--- config.mk ---
export PLATFORM = sky130hd
export DESIGN_NAME = synth_cmd_rx
export DESIGN_NICKNAME = d
export VERILOG_FILES = /design/src/rtl/synth_cmd_rx.sv
export SDC_FILE = /design/constraint.sdc
export NUM_CORES = 1
export LEC_CHECK = 0
export ABC_AREA = 1
export BUFFER_PORTS_ARGS = -buffer_cell sky130_fd_sc_hd__clkbuf_2
export CORE_ASPECT_RATIO = 1.1
export CORE_UTILIZATION = 61
export DETAILED_ROUTE_END_ITERATION = 12
export MAX_ROUTING_LAYER = met4
export PLACE_DENSITY = 0.84
export SETUP_SLACK_MARGIN = 0.3
export SLEW_MARGIN = 20
export SYNTH_ARGS = -nofsm -noshare
export SYNTH_HDL_FRONTEND = slang
export SYNTH_SLANG_ARGS = --single-unit
--- constraint.sdc ---
create_clock -name clk -period 2.6 [get_ports clk]
set_clock_uncertainty 0.2 [all_clocks]
set_input_delay 0.13 -clock clk [delete_from_list [all_inputs] [get_ports clk]]
set_output_delay 0.13 -clock clk [all_outputs]
set_load 0.05 [all_outputs]
--- src/rtl/synth_cmd_rx.sv ---
// Serial command receiver: decodes UART bytes into Synthia key vector and button pulses.
// Optional idle key auto-release is built when SYNTH_CMD_WATCHDOG_EN is defined.
module synth_cmd_rx #(
    parameter int unsigned PRESS_CYCLES   = 12000,
    parameter int unsigned TIMEOUT_CYCLES = 12000000
) (
    input  logic        clk,
    input  logic        n_rst,
    input  logic [7:0]  rxdata,
    input  logic        rxready,
    output logic        rxclk,
    output logic [12:0] keys,
    output logic        modes,
    output logic        octaves,
    output logic        cmd_err
);

    localparam int unsigned PressW = $clog2(PRESS_CYCLES + 1);
    localparam logic [PressW-1:0] PressLoad = PressW'(PRESS_CYCLES);

    typedef enum logic [1:0] {
        StIdle,
        StWaitOn,
        StWaitOff
    } state_e;

    state_e              state_q, state_d;
    logic [12:0]         keys_q, keys_d;
    logic                rxclk_q;
    logic                err_q, err_d;
    logic [PressW-1:0]   press_cnt_q, press_cnt_d;
    logic                press_sel_q, press_sel_d;
    logic                accept;
    logic                press_busy;
    logic                wd_fire;

    // rxclk_q blocks the byte still presented during its own acknowledge cycle
    assign accept     = rxready && !rxclk_q;
    assign press_busy = (press_cnt_q != '0);

    always_comb begin
        state_d     = state_q;
        keys_d      = keys_q;
        err_d       = 1'b0;
        press_cnt_d = press_cnt_q;
        press_sel_d = press_sel_q;

        if (press_busy) begin
            press_cnt_d = press_cnt_q - PressW'(1);
        end

        if (accept) begin
            if (rxdata[7]) begin
                // A status byte aborts any pending note command before being decoded
                if (state_q != StIdle) begin
                    err_d = 1'b1;
                end
                state_d = StIdle;
                case (rxdata)
                    8'h90: state_d = StWaitOn;
                    8'h80: state_d = StWaitOff;
                    8'hB0, 8'hB1: begin
                        if (press_busy) begin
                            err_d = 1'b1;
                        end else begin
                            press_cnt_d = PressLoad;
                            press_sel_d = rxdata[0];
                        end
                    end
                    8'hFF:   keys_d = '0;
                    default: err_d = 1'b1;
                endcase
            end else begin
                state_d = StIdle;
                if (state_q == StIdle || rxdata[6:0] > 7'd12) begin
                    err_d = 1'b1;
                end else if (state_q == StWaitOn) begin
                    keys_d[rxdata[3:0]] = 1'b1;
                end else begin
                    keys_d[rxdata[3:0]] = 1'b0;
                end
            end
        end else if (wd_fire) begin
            keys_d = '0;
        end
    end

    always_ff @(posedge clk or negedge n_rst) begin
        if (!n_rst) begin
            state_q     <= StIdle;
            keys_q      <= '0;
            rxclk_q     <= 1'b0;
            err_q       <= 1'b0;
            press_cnt_q <= '0;
            press_sel_q <= 1'b0;
        end else begin
            state_q     <= state_d;
            keys_q      <= keys_d;
            rxclk_q     <= accept;
            err_q       <= err_d;
            press_cnt_q <= press_cnt_d;
            press_sel_q <= press_sel_d;
        end
    end

`ifdef SYNTH_CMD_WATCHDOG_EN
    localparam int unsigned IdleW = $clog2(TIMEOUT_CYCLES + 1);
    localparam logic [IdleW-1:0] IdleMax = IdleW'(TIMEOUT_CYCLES);

    logic [IdleW-1:0] idle_cnt_q, idle_cnt_d;

    // Saturating idle counter; fires once on the edge it reaches the limit
    always_comb begin
        idle_cnt_d = idle_cnt_q;
        wd_fire    = 1'b0;
        if (accept) begin
            idle_cnt_d = '0;
        end else if (idle_cnt_q != IdleMax) begin
            idle_cnt_d = idle_cnt_q + IdleW'(1);
            wd_fire    = (idle_cnt_d == IdleMax) && (keys_q != '0);
        end
    end

    always_ff @(posedge clk or negedge n_rst) begin
        if (!n_rst) begin
            idle_cnt_q <= '0;
        end else begin
            idle_cnt_q <= idle_cnt_d;
        end
    end
`else
    logic unused_timeout;
    assign unused_timeout = (TIMEOUT_CYCLES == 0);
    assign wd_fire        = 1'b0;
`endif

    assign rxclk   = rxclk_q;
    assign keys    = keys_q;
    assign cmd_err = err_q;
    assign modes   = press_busy && !press_sel_q;
    assign octaves = press_busy && press_sel_q;

endmodule

==> run summary <==
status: finished, violations left
failing checks: design-rule violations
CTS Root Cell: clkbuf_4
worst-path maximum fanout: 6
clock latency on the worst-skew pair: 340 ps
Seq/Total Area, Yosys: 39.2%
Seq pwr share: 47.1%
largest net degree at the start of global routing: 33
Clk pwr share: 22.9%
clk sink count: 32
Fmax achieved: 0.469 GHz
Distinct cells, synth: 31
placed cell count: 337
DR iter-0 viols: 82
Syn Nets: 295
WP data required: 2270 ps
Inserted Diodes: 0
global route overflow: 0
Yosys reg bits: 32
Die Area: 3590 um^2
WP data arrival: 1800 ps
FF-to-FF Start: press_cnt_q[1]
clock slew at reported path FFs: 100 ps
Int Pwr: 0.000826 W
Logic pwr share: 29.9%
Max Slew Vio Count: 0
antenna viol nets, final: 0
total of max-cap violations: 0
Mapped Cells: 282
H-tree depth: 2
Post-DP HPWL: 3.13 mm
routed wire length: 4.28 mm
Ys Warns: 0
remaining routing DRC violations: 2
worst hold path depth: 5
Relative slew margins: 47.2%
final hold violations: 0
TritonRoute pass-1 iters: 8
CTS Buf Count: 5
Final Util: 72.4%
Vias: 1873
Clock Path Buffers: 2
vias in the first global route: 1907
via/cell ratio: 5.37
synthesized cell area: 2040 um^2
Initial Utilization: 65.4%
fraction of layout cells with a size suffix above 1: 23.2%
Worst Tran Pin Value: 792 ps
Final min period: 2130 ps
hold_sp: rxdata[6]
R2R setup slack: 660 ps
Hold Path End: cmd_err
final setup vio count: 0
Area growth syn-to-layout: 10.8%
Die H: 62.7 um
critical path class: register to output port
Tcrit/Tclk final: 81.9%
CP Launch Point: press_cnt_q[1]
commonest cells after routing, fill and taps aside: 75 x nand2_1, 46 x nor2_1, 33 x inv_1
global-route total usage across every layer: 29.7%
pwr/cell area: 587 nW/um^2
GPL Wtd Cong: 0.964
HP Class: input pin to register
CTS resizes: 0
Ports: 28
RSZ-0062 raised after global routing: false
core area: 3130 um^2
Cell Rows: 21
reg2reg end: press_cnt_q[0]
Avg Inst Size Synth: 7.25 um^2
die boundary width: 57.2 um
drt wl/cell: 12.3 um
IO Port Bufs: 27
crit end category: output port
non-filler instance count after layout: 349
most common library cell in the layout ignoring fill and taps: nand2_1
NetSw: 0.000504 W
post-CTS setup buffer count: 0
initial antenna violation count: 0
CTS tree: done
first-pass GRT wire length: 8.02 mm
switching fraction of total power: 37.9%
Final nets: 327
LEAKAGE: 1.18 nW
crit path launch type: register
Worst VDD drop: 391 uV
FILL cells: 255
setup_tns: 0 ps
Worst R2R Path Depth: 7
==> routing by layer <==
layer / wire, um / vias up / GRT usage [%]
met3: 171 / 11 / 6.42
met5: 0 / - / -
met4: 99 / 0 / 14.6
met2: 2220 / 43 / 49.6
li1: - / 957 / -
met1: 1790 / 862 / 33.3
==> cell usage after synthesis <==
| library cell | number | area (um^2) |
|---|---|---|
| nand2_1 | 75 | 282 |
| nor2_1 | 46 | 173 |
| inv_1 | 33 | 124 |
| dfrtp_1 | 32 | 801 |
| nand3_1 | 18 | 90.1 |
| o21ai_2 | 13 | 114 |
| nand2_2 | 11 | 68.8 |
| o211ai_1 | 9 | 67.6 |
| o21ai_0 | 8 | 40.0 |
| a21oi_1 | 4 | 20.0 |
| nor2_2 | 4 | 25.0 |
| inv_2 | 3 | 11.3 |
| a21o_1 | 2 | 15.0 |
| buf_6 | 2 | 22.5 |
| clkinv_2 | 2 | 10.0 |
| ha_1 | 2 | 25.0 |
| nand3b_1 | 2 | 15.0 |
| nor2_4 | 2 | 22.5 |
| o31ai_1 | 2 | 15.0 |
| buf_12 | 1 | 20.0 |
| buf_2 | 1 | 5.00 |
| clkbuf_1 | 1 | 3.75 |
| clkbuf_4 | 1 | 7.51 |
| nand2_4 | 1 | 11.3 |
| nand4_1 | 1 | 6.26 |
| nand4_2 | 1 | 12.5 |
| nor3_1 | 1 | 5.00 |
| o211ai_2 | 1 | 12.5 |
| o21ai_1 | 1 | 5.00 |
| or2_1 | 1 | 6.26 |
| xor2_1 | 1 | 8.76 |
==> power groups by stage <==
| stage | clock [W] | combinational, W | sequential, W |
|---|---|---|---|
| 2_1_floorplan | 0 | 0.000293 | 0.000634 |
| 3_3_place_gp | 0 | 0.000376 | 0.000635 |
| 3_5_place_dp | 0 | 0.000389 | 0.000637 |
| 4_1_cts | 0.000308 | 0.000398 | 0.000627 |
| 5_1_grt | 0.000329 | 0.000464 | 0.000639 |
| 6_report | 0.000305 | 0.000398 | 0.000627 |
==> layout make-up <==
class | instances | area [um^2] | area share [%]
well taps | 34 | 42.5 | 1.88
clock inverters | 2 | 10.0 | 0.442
flip-flops and latches | 32 | 801 | 35.4
repair buffers | 31 | 175 | 7.73
clock buffers | 6 | 51.3 | 2.27
inverters | 38 | 145 | 6.41
multi-input cells | 206 | 1040 | 45.9
==> what timing repair did <==
action | in CTS | in global routing
hold buffers | 4 | 0
endpoints found under the setup margin | 0 | 0
hold endpoints to repair | 34 | 0
==> stage by stage <==
step                      worst slack [ps]  power, W  hold slack (ps)  cell area (um^2)
after detailed placement               710   0.00103             48.7              2160
after global routing                   316   0.00143             59.5              2260
after CTS                              456   0.00133             16.7              2260
after floorplan                        720  0.000927             -366              2040
after global placement                 785   0.00101             50.9              2160
final                                  470   0.00133             22.9              2260
==> state kept, by name (all words and copies together), names as in the netlist <==
signal,cells
rxclk,1
state_q,2
cmd_err,1
press_sel_q,1
keys,13
press_cnt_q,14
==> worst max-delay path, cell delays in order (launching register included) <==
cell,delay [ps]
dfrtp_1,410
inv_1,80
ha_1,200
nand2_1,100
nor2_4,150
nand2_1,110
nor2_4,140
nor2_1,50
clkbuf_2,230
==> cell families (layout without fill, tap and decap cells) <==
family / after synthesis / after routing / share of synthesized area, %
AND/OR/NAND/NOR: 163 / 163 / 35.1
XOR/XNOR: 1 / 1 / 0.428
flip-flops: 32 / 32 / 39.2
adder cells (fa/ha/maj): 2 / 2 / 1.22
AO/OA/AOI/OAI: 40 / 40 / 14.1
buffers and inverters: 44 / 77 / 9.98
==> worst max-delay path by stage <==
| stage | to |
|---|---|
| global placement | press_cnt_q[0] |
| detailed placement | press_cnt_q[0] |
| CTS | modes |
| finish | modes |
| global route | modes |
| floorplan | modes |
Note: power is estimated with default switching activity, not from simulation.
